[config.mk]
export PLATFORM = sky130hd
export DESIGN_NAME = divider_arbiter
export DESIGN_NICKNAME = d
export VERILOG_FILES = /design/src/rtl/divider_arb_pkg.sv /design/src/rtl/rr_pick.sv /design/src/rtl/divider_arbiter.sv
export SDC_FILE = /design/constraint.sdc
export NUM_CORES = 1
export LEC_CHECK = 0
export ABC_AREA = 0
export ABC_CLOCK_PERIOD_IN_PS = 8340
export CORE_AREA = 2 2 302 304
export CTS_BUF_LIST = sky130_fd_sc_hd__clkbuf_4
export DETAILED_ROUTE_END_ITERATION = 10
export DIE_AREA = 0 0 304 306
export GPL_TIMING_DRIVEN = 0
export SETUP_SLACK_MARGIN = 0.5
export SYNTH_ARGS = -nofsm -noshare
export SYNTH_HDL_FRONTEND = slang
export SYNTH_SLANG_ARGS = --single-unit
[constraint.sdc]
create_clock -name clk -period 8.34 [get_ports clk]
set_input_delay 1.668 -clock clk [delete_from_list [all_inputs] [get_ports clk]]
set_output_delay 1.668 -clock clk [all_outputs]
set_load 0.05 [all_outputs]
[src/rtl/divider_arb_pkg.sv]
// Shared types and constants for divider_arbiter and its round-robin picker.
package divider_arb_pkg;

  localparam int DOUBLE_W = 64;
  localparam logic [DOUBLE_W-1:0] DOUBLE_QNAN = 64'h7FF8_0000_0000_0000;

  typedef enum logic [1:0] {
    IDLE    = 2'd0,
    ISSUE   = 2'd1,
    WAIT    = 2'd2,
    RESPOND = 2'd3
  } arb_state_t;

endpackage

[src/rtl/rr_pick.sv]
// Combinational rotate-priority select: first asserted request at or after ptr_i, with wrap.
module rr_pick #(
  parameter int NUM_REQ = 4,
  parameter int IDX_W   = $clog2(NUM_REQ)
) (
  input  logic [NUM_REQ-1:0] req_i,
  input  logic [IDX_W-1:0]   ptr_i,
  output logic [NUM_REQ-1:0] grant_o,
  output logic [IDX_W-1:0]   idx_o,
  output logic               any_o
);

  int cand;

  // NOTE: every variable gets a default before the loop, so no path leaves one unassigned and no latch is inferred.
  always_comb begin
    idx_o = '0;
    any_o = 1'b0;
    cand  = 0;
    // Walk from the farthest offset down so the nearest request wins.
    for (int off = NUM_REQ - 1; off >= 0; off--) begin
      cand = (int'(ptr_i) + off) % NUM_REQ;
      if (req_i[IDX_W'(cand)]) begin
        idx_o = IDX_W'(cand);
        any_o = 1'b1;
      end
    end
  end

  assign grant_o = any_o ? (NUM_REQ'(1) << idx_o) : '0;

endmodule

[src/rtl/divider_arbiter.sv]
// Round-robin sharing of one double_divider among NUM_REQ requesters.
// Optional watchdog in WAIT: define DIVIDER_ARB_TIMEOUT_EN.
module divider_arbiter
  import divider_arb_pkg::*;
#(
  parameter int NUM_REQ        = 4,
  parameter int TIMEOUT_CYCLES = 1024
) (
  input  logic                         clk,
  input  logic                         rst,
  input  logic [NUM_REQ-1:0]           req_valid,
  input  logic [NUM_REQ*DOUBLE_W-1:0]  req_a,
  input  logic [NUM_REQ*DOUBLE_W-1:0]  req_b,
  output logic [NUM_REQ-1:0]           req_ready,
  output logic [NUM_REQ-1:0]           rsp_valid,
  output logic [DOUBLE_W-1:0]          rsp_data,
  output logic                         rsp_err,
  output logic                         busy,
  output logic [DOUBLE_W-1:0]          div_a,
  output logic [DOUBLE_W-1:0]          div_b,
  output logic                         div_start,
  input  logic [DOUBLE_W-1:0]          div_out,
  input  logic                         div_done
);

  localparam int IDX_W = $clog2(NUM_REQ);

  if (NUM_REQ < 2 || NUM_REQ > 8 || TIMEOUT_CYCLES < 1) begin : g_bad_cfg
    $error("divider_arbiter: NUM_REQ must be 2..8 and TIMEOUT_CYCLES >= 1");
  end

  arb_state_t           state_q, state_d;
  logic [IDX_W-1:0]     rr_ptr_q, rr_ptr_d;
  logic [IDX_W-1:0]     gnt_q, gnt_d;
  logic [DOUBLE_W-1:0]  div_a_q, div_a_d;
  logic [DOUBLE_W-1:0]  div_b_q, div_b_d;
  logic [DOUBLE_W-1:0]  rsp_data_q, rsp_data_d;
  logic                 done_q;

  logic [NUM_REQ-1:0]   pick_grant;
  logic [IDX_W-1:0]     pick_idx;
  logic                 pick_any;
  logic [DOUBLE_W-1:0]  req_a_arr [NUM_REQ];
  logic [DOUBLE_W-1:0]  req_b_arr [NUM_REQ];

`ifdef DIVIDER_ARB_TIMEOUT_EN
  localparam int CNT_W = $clog2(TIMEOUT_CYCLES + 1);
  logic [CNT_W-1:0]     cnt_q, cnt_d;
  logic                 err_q, err_d;
`endif

  always_comb begin
    for (int i = 0; i < NUM_REQ; i++) begin
      req_a_arr[i] = req_a[i*DOUBLE_W +: DOUBLE_W];
      req_b_arr[i] = req_b[i*DOUBLE_W +: DOUBLE_W];
    end
  end

  rr_pick #(
    .NUM_REQ (NUM_REQ),
    .IDX_W   (IDX_W)
  ) u_rr_pick (
    .req_i   (req_valid),
    .ptr_i   (rr_ptr_q),
    .grant_o (pick_grant),
    .idx_o   (pick_idx),
    .any_o   (pick_any)
  );

  always_comb begin
    state_d    = state_q;
    rr_ptr_d   = rr_ptr_q;
    gnt_d      = gnt_q;
    div_a_d    = div_a_q;
    div_b_d    = div_b_q;
    rsp_data_d = rsp_data_q;
`ifdef DIVIDER_ARB_TIMEOUT_EN
    cnt_d      = cnt_q;
    err_d      = err_q;
`endif
    unique case (state_q)
      IDLE: begin
        if (pick_any) begin
          gnt_d   = pick_idx;
          div_a_d = req_a_arr[pick_idx];
          div_b_d = req_b_arr[pick_idx];
          state_d = ISSUE;
        end
      end
      ISSUE: begin
        state_d = WAIT;
`ifdef DIVIDER_ARB_TIMEOUT_EN
        cnt_d   = '0;
`endif
      end
      WAIT: begin
        // Only a fresh rising edge completes; a level left over from the last op does not.
        if (div_done && !done_q) begin
          rsp_data_d = div_out;
          state_d    = RESPOND;
`ifdef DIVIDER_ARB_TIMEOUT_EN
          err_d      = 1'b0;
        end else if (cnt_q == CNT_W'(TIMEOUT_CYCLES - 1)) begin
          rsp_data_d = DOUBLE_QNAN;
          err_d      = 1'b1;
          state_d    = RESPOND;
        end else begin
          cnt_d      = cnt_q + 1'b1;
`endif
        end
      end
      RESPOND: begin
        rr_ptr_d = (gnt_q == IDX_W'(NUM_REQ - 1)) ? '0 : gnt_q + 1'b1;
        state_d  = IDLE;
      end
      default: state_d = IDLE;
    endcase
  end

  // NOTE: non-blocking assignments so every register samples pre-edge values regardless of block order.
  always_ff @(posedge clk or posedge rst) begin
    if (rst) begin
      state_q    <= IDLE;
      rr_ptr_q   <= '0;
      gnt_q      <= '0;
      div_a_q    <= '0;
      div_b_q    <= '0;
      rsp_data_q <= '0;
      done_q     <= 1'b0;
    end else begin
      state_q    <= state_d;
      rr_ptr_q   <= rr_ptr_d;
      gnt_q      <= gnt_d;
      div_a_q    <= div_a_d;
      div_b_q    <= div_b_d;
      rsp_data_q <= rsp_data_d;
      done_q     <= div_done;
    end
  end

`ifdef DIVIDER_ARB_TIMEOUT_EN
  always_ff @(posedge clk or posedge rst) begin
    if (rst) begin
      cnt_q <= '0;
      err_q <= 1'b0;
    end else begin
      cnt_q <= cnt_d;
      err_q <= err_d;
    end
  end

  assign rsp_err = (state_q == RESPOND) && err_q;
`else
  assign rsp_err = 1'b0;
`endif

  // Gated by rst so a requester held valid through reset never sees a stray accept.
  assign req_ready = (state_q == IDLE && !rst) ? pick_grant : '0;
  assign rsp_valid = (state_q == RESPOND) ? (NUM_REQ'(1) << gnt_q) : '0;
  assign busy      = (state_q != IDLE);
  assign div_start = (state_q == ISSUE);
  assign div_a     = div_a_q;
  assign div_b     = div_b_q;
  assign rsp_data  = rsp_data_q;

endmodule

==> results.cfg <==
[logic_synthesis]
ys_seq_area_share_pct = 45.1
netlist_top_cells_area = dfrtp_1 (45%), a221o_1 (12%), mux2i_1 (12%)
ys_types = 36
synth_top_area_share_pct = 45.1
yosysTopAreaCell = dfrtp_1
synth_area_um2 = 11000
avgSynthCellArea_um2 = 11.8
syn_inst = 938
ys_ff_latch = 199
syn-num-nets = 1530
yosysWarnings = 0

[layout]
fin_nets = 2336
ff_latch_area_um2 = 4980
layout_common_cells = clkdlybuf4s50_1 (782), dfrtp_1 (199), nor2_1 (134)
area_growth_syn_to_layout_pct = 87.8
final_common_cell = clkdlybuf4s50_1
drive_above_1_share_pct = 9.85
final_cells = 2942
nFillCells = 9721
multi_input_area_um2 = 5330

[clock_network]
clk_latency_ns = 0.80
clkTransAtPathRegs_ns = 0.17
cts_tree = built
clk_path_buf_depth = 2
cts_sinks = 199
postCtsSetupRepairBufs = 0
cts-root-buf = clkbuf_4
cts_resized = 0
htreeDepth = 4
cts_buffers = 17
hold_buffers = 0

[die]
initial_core_util_pct = 12.3
die_w_um = 304
rows = 110
core-area_um2 = 89600
die_h_um = 306
die-area_um2 = 93000
io_pins = 786

[sta]
hold_viol = 0
rsz0062_at_grt = false
post-route-period-util_pct = 81.0
skew_ns = 0.0287
period_needed_ns = 6.76
finalMaxSlewViolations = 0
max-slew-margin-rel_pct = 17.6
fmax_mhz = 148
whs_ns = 0.528
setup_violations = 0
max_slew.worst_pin.slew_ns = 1.24

[global_route]
grt_use_met1_pct = 19.1
antenna_found_initial = 19
grt_pass1_wl_um = 97300
grt_use_met3_pct = 4.82
grt_use_met2_pct = 24.1
grt_max_degree = 38
grt_pass1_vias = 12100
grtUsageTotal_pct = 15.1
grt_overflow = 0
busiest_layer = met2

[worst_setup_path]
path_class = input pin to output pin
endpoint_kind = output pin
arrival_ns = 5.09
cp_max_fo = 10
cp.required_ns = 6.67
cp-start-kind = input pin

[route]
wl_per_cell_um = 24.5
vias = 11700
drt_first_pass_iters = 5
final_antenna_net_count = 0
drt_iter0_markers = 587
drc = 0
drt_wl_total_um = 72100
viasPerCell = 3.98

[power]
leakage_uw = 0.00819
power_uw = 7980
ir_drop_mv = 0.204
power.density_nw_per_um2 = 385

[place]
portBuffers = 782
dp_hpwl_um = 59800
place_congestion = 0.877
dp_cells = 2901

[outcome]
status = completed

[flow_run]
cap_violations = 0

[hold_path]
hp-class = register to register
[layer usage]
metal	vias to the layer above	wire, um
met5	-	36
met4	6	1930
met3	79	6130
met2	644	33200
met1	5725	30800
li1	5256	-
[cells by family (layout without fill, tap and decap cells)]
family / count (synthesis) / in the layout / share of synthesized area, %
multiplexers: 194 / 194 / 18.4
adder cells (fa/ha/maj): 9 / 9 / 1.02
other: 1 / 10 / 0.0340
buffers and inverters: 105 / 924 / 6.70
AO/OA/AOI/OAI: 273 / 273 / 23.0
AND/OR/NAND/NOR: 157 / 157 / 5.82
flip-flops: 199 / 199 / 45.1
[sequential cells by signal, summed over array words and instances (netlist names)]
name and flops:
rr_ptr_q 2, div_b 64, gnt_q 2, state_q 2, done_q 1, rsp_data 64, div_a 64
[area by class of cell]
type	count	share of cell area, %
clock buffer	18	0.651
sequential	199	24.0
clock inverter	14	0.669
timing repair buffer	787	38.2
tap	1176	7.09
inverter	8	0.163
buffer	97	3.43
antenna	9	0.109
multi-input combinational	634	25.7
[through the flow]
stage / area, um^2 / setup TNS (ns) / worst slack (ns) / utilization (%)
floorplan: 11000 / 0 / 1.39 / -
global placement: 20300 / -1.46 / -1.46 / 22.7
detailed placement: 20400 / 0 / 1.46 / 22.8
CTS: 20700 / 0 / 1.45 / 23.1
global route: 20700 / 0 / 1.40 / 23.1
finish: 20700 / 0 / 1.58 / 23.2
[final timing paths]
kind                                   startpoint                     to  slack (ns)  depth (start not counted)
min in group asynchronous                     rst  div_b[14]$_DFFE_PP0P_        1.38                          2
max in group asynchronous                     rst   div_a[5]$_DFFE_PP0P_        5.76                          5
hold / removal              div_b[60]$_DFFE_PP0P_  div_b[60]$_DFFE_PP0P_        0.53                          1
setup reg to reg           state_q[1]$_DFFE_PP0P_  div_a[35]$_DFFE_PP0P_        4.99                          7
hold reg to reg             div_b[60]$_DFFE_PP0P_  div_b[60]$_DFFE_PP0P_        0.53                          1
setup / recovery                     req_valid[3]           req_ready[3]        1.58                          9
[critical path: stages]
cell             delay (ns)
clkdlybuf4s50_1        0.58
nor4_1                 0.59
nand2b_1               0.22
buf_2                  0.27
buf_4                  0.34
buf_2                  0.29
nor2_1                 0.14
and4_1                 0.23
clkdlybuf4s50_1        0.73
[Yosys cell counts]
cell type and instances:
buf_6 13, nand2_1 6, o22a_1 128, o221a_2 1, a21oi_1 4, o21ai_0 6
o22ai_1 1, clkbuf_1 31, buf_1 1, a21o_1 1, nand4b_1 1, o311ai_2 1
inv_1 8, o221ai_4 1, buf_4 3, buf_8 1, and4_1 1, nand2b_1 2
a21boi_1 1, nor4_1 1, mux2i_1 128, ha_1 9, mux2_2 65, o32a_1 1
a221o_1 128, or3b_4 1, nor2_1 134, dfrtp_1 199, buf_2 37, nor2b_1 2
conb_1 1, and3_1 2, buf_12 11, and2_1 6, mux2_4 1, nand3b_1 1
[where the power goes]
group | switching [uW] | total [uW] | internal [uW]
clock network | 433 | 593 | 159
logic | 3540 | 5660 | 2120
registers | 276 | 1730 | 1460
Note: power is estimated with default switching activity, not from simulation.
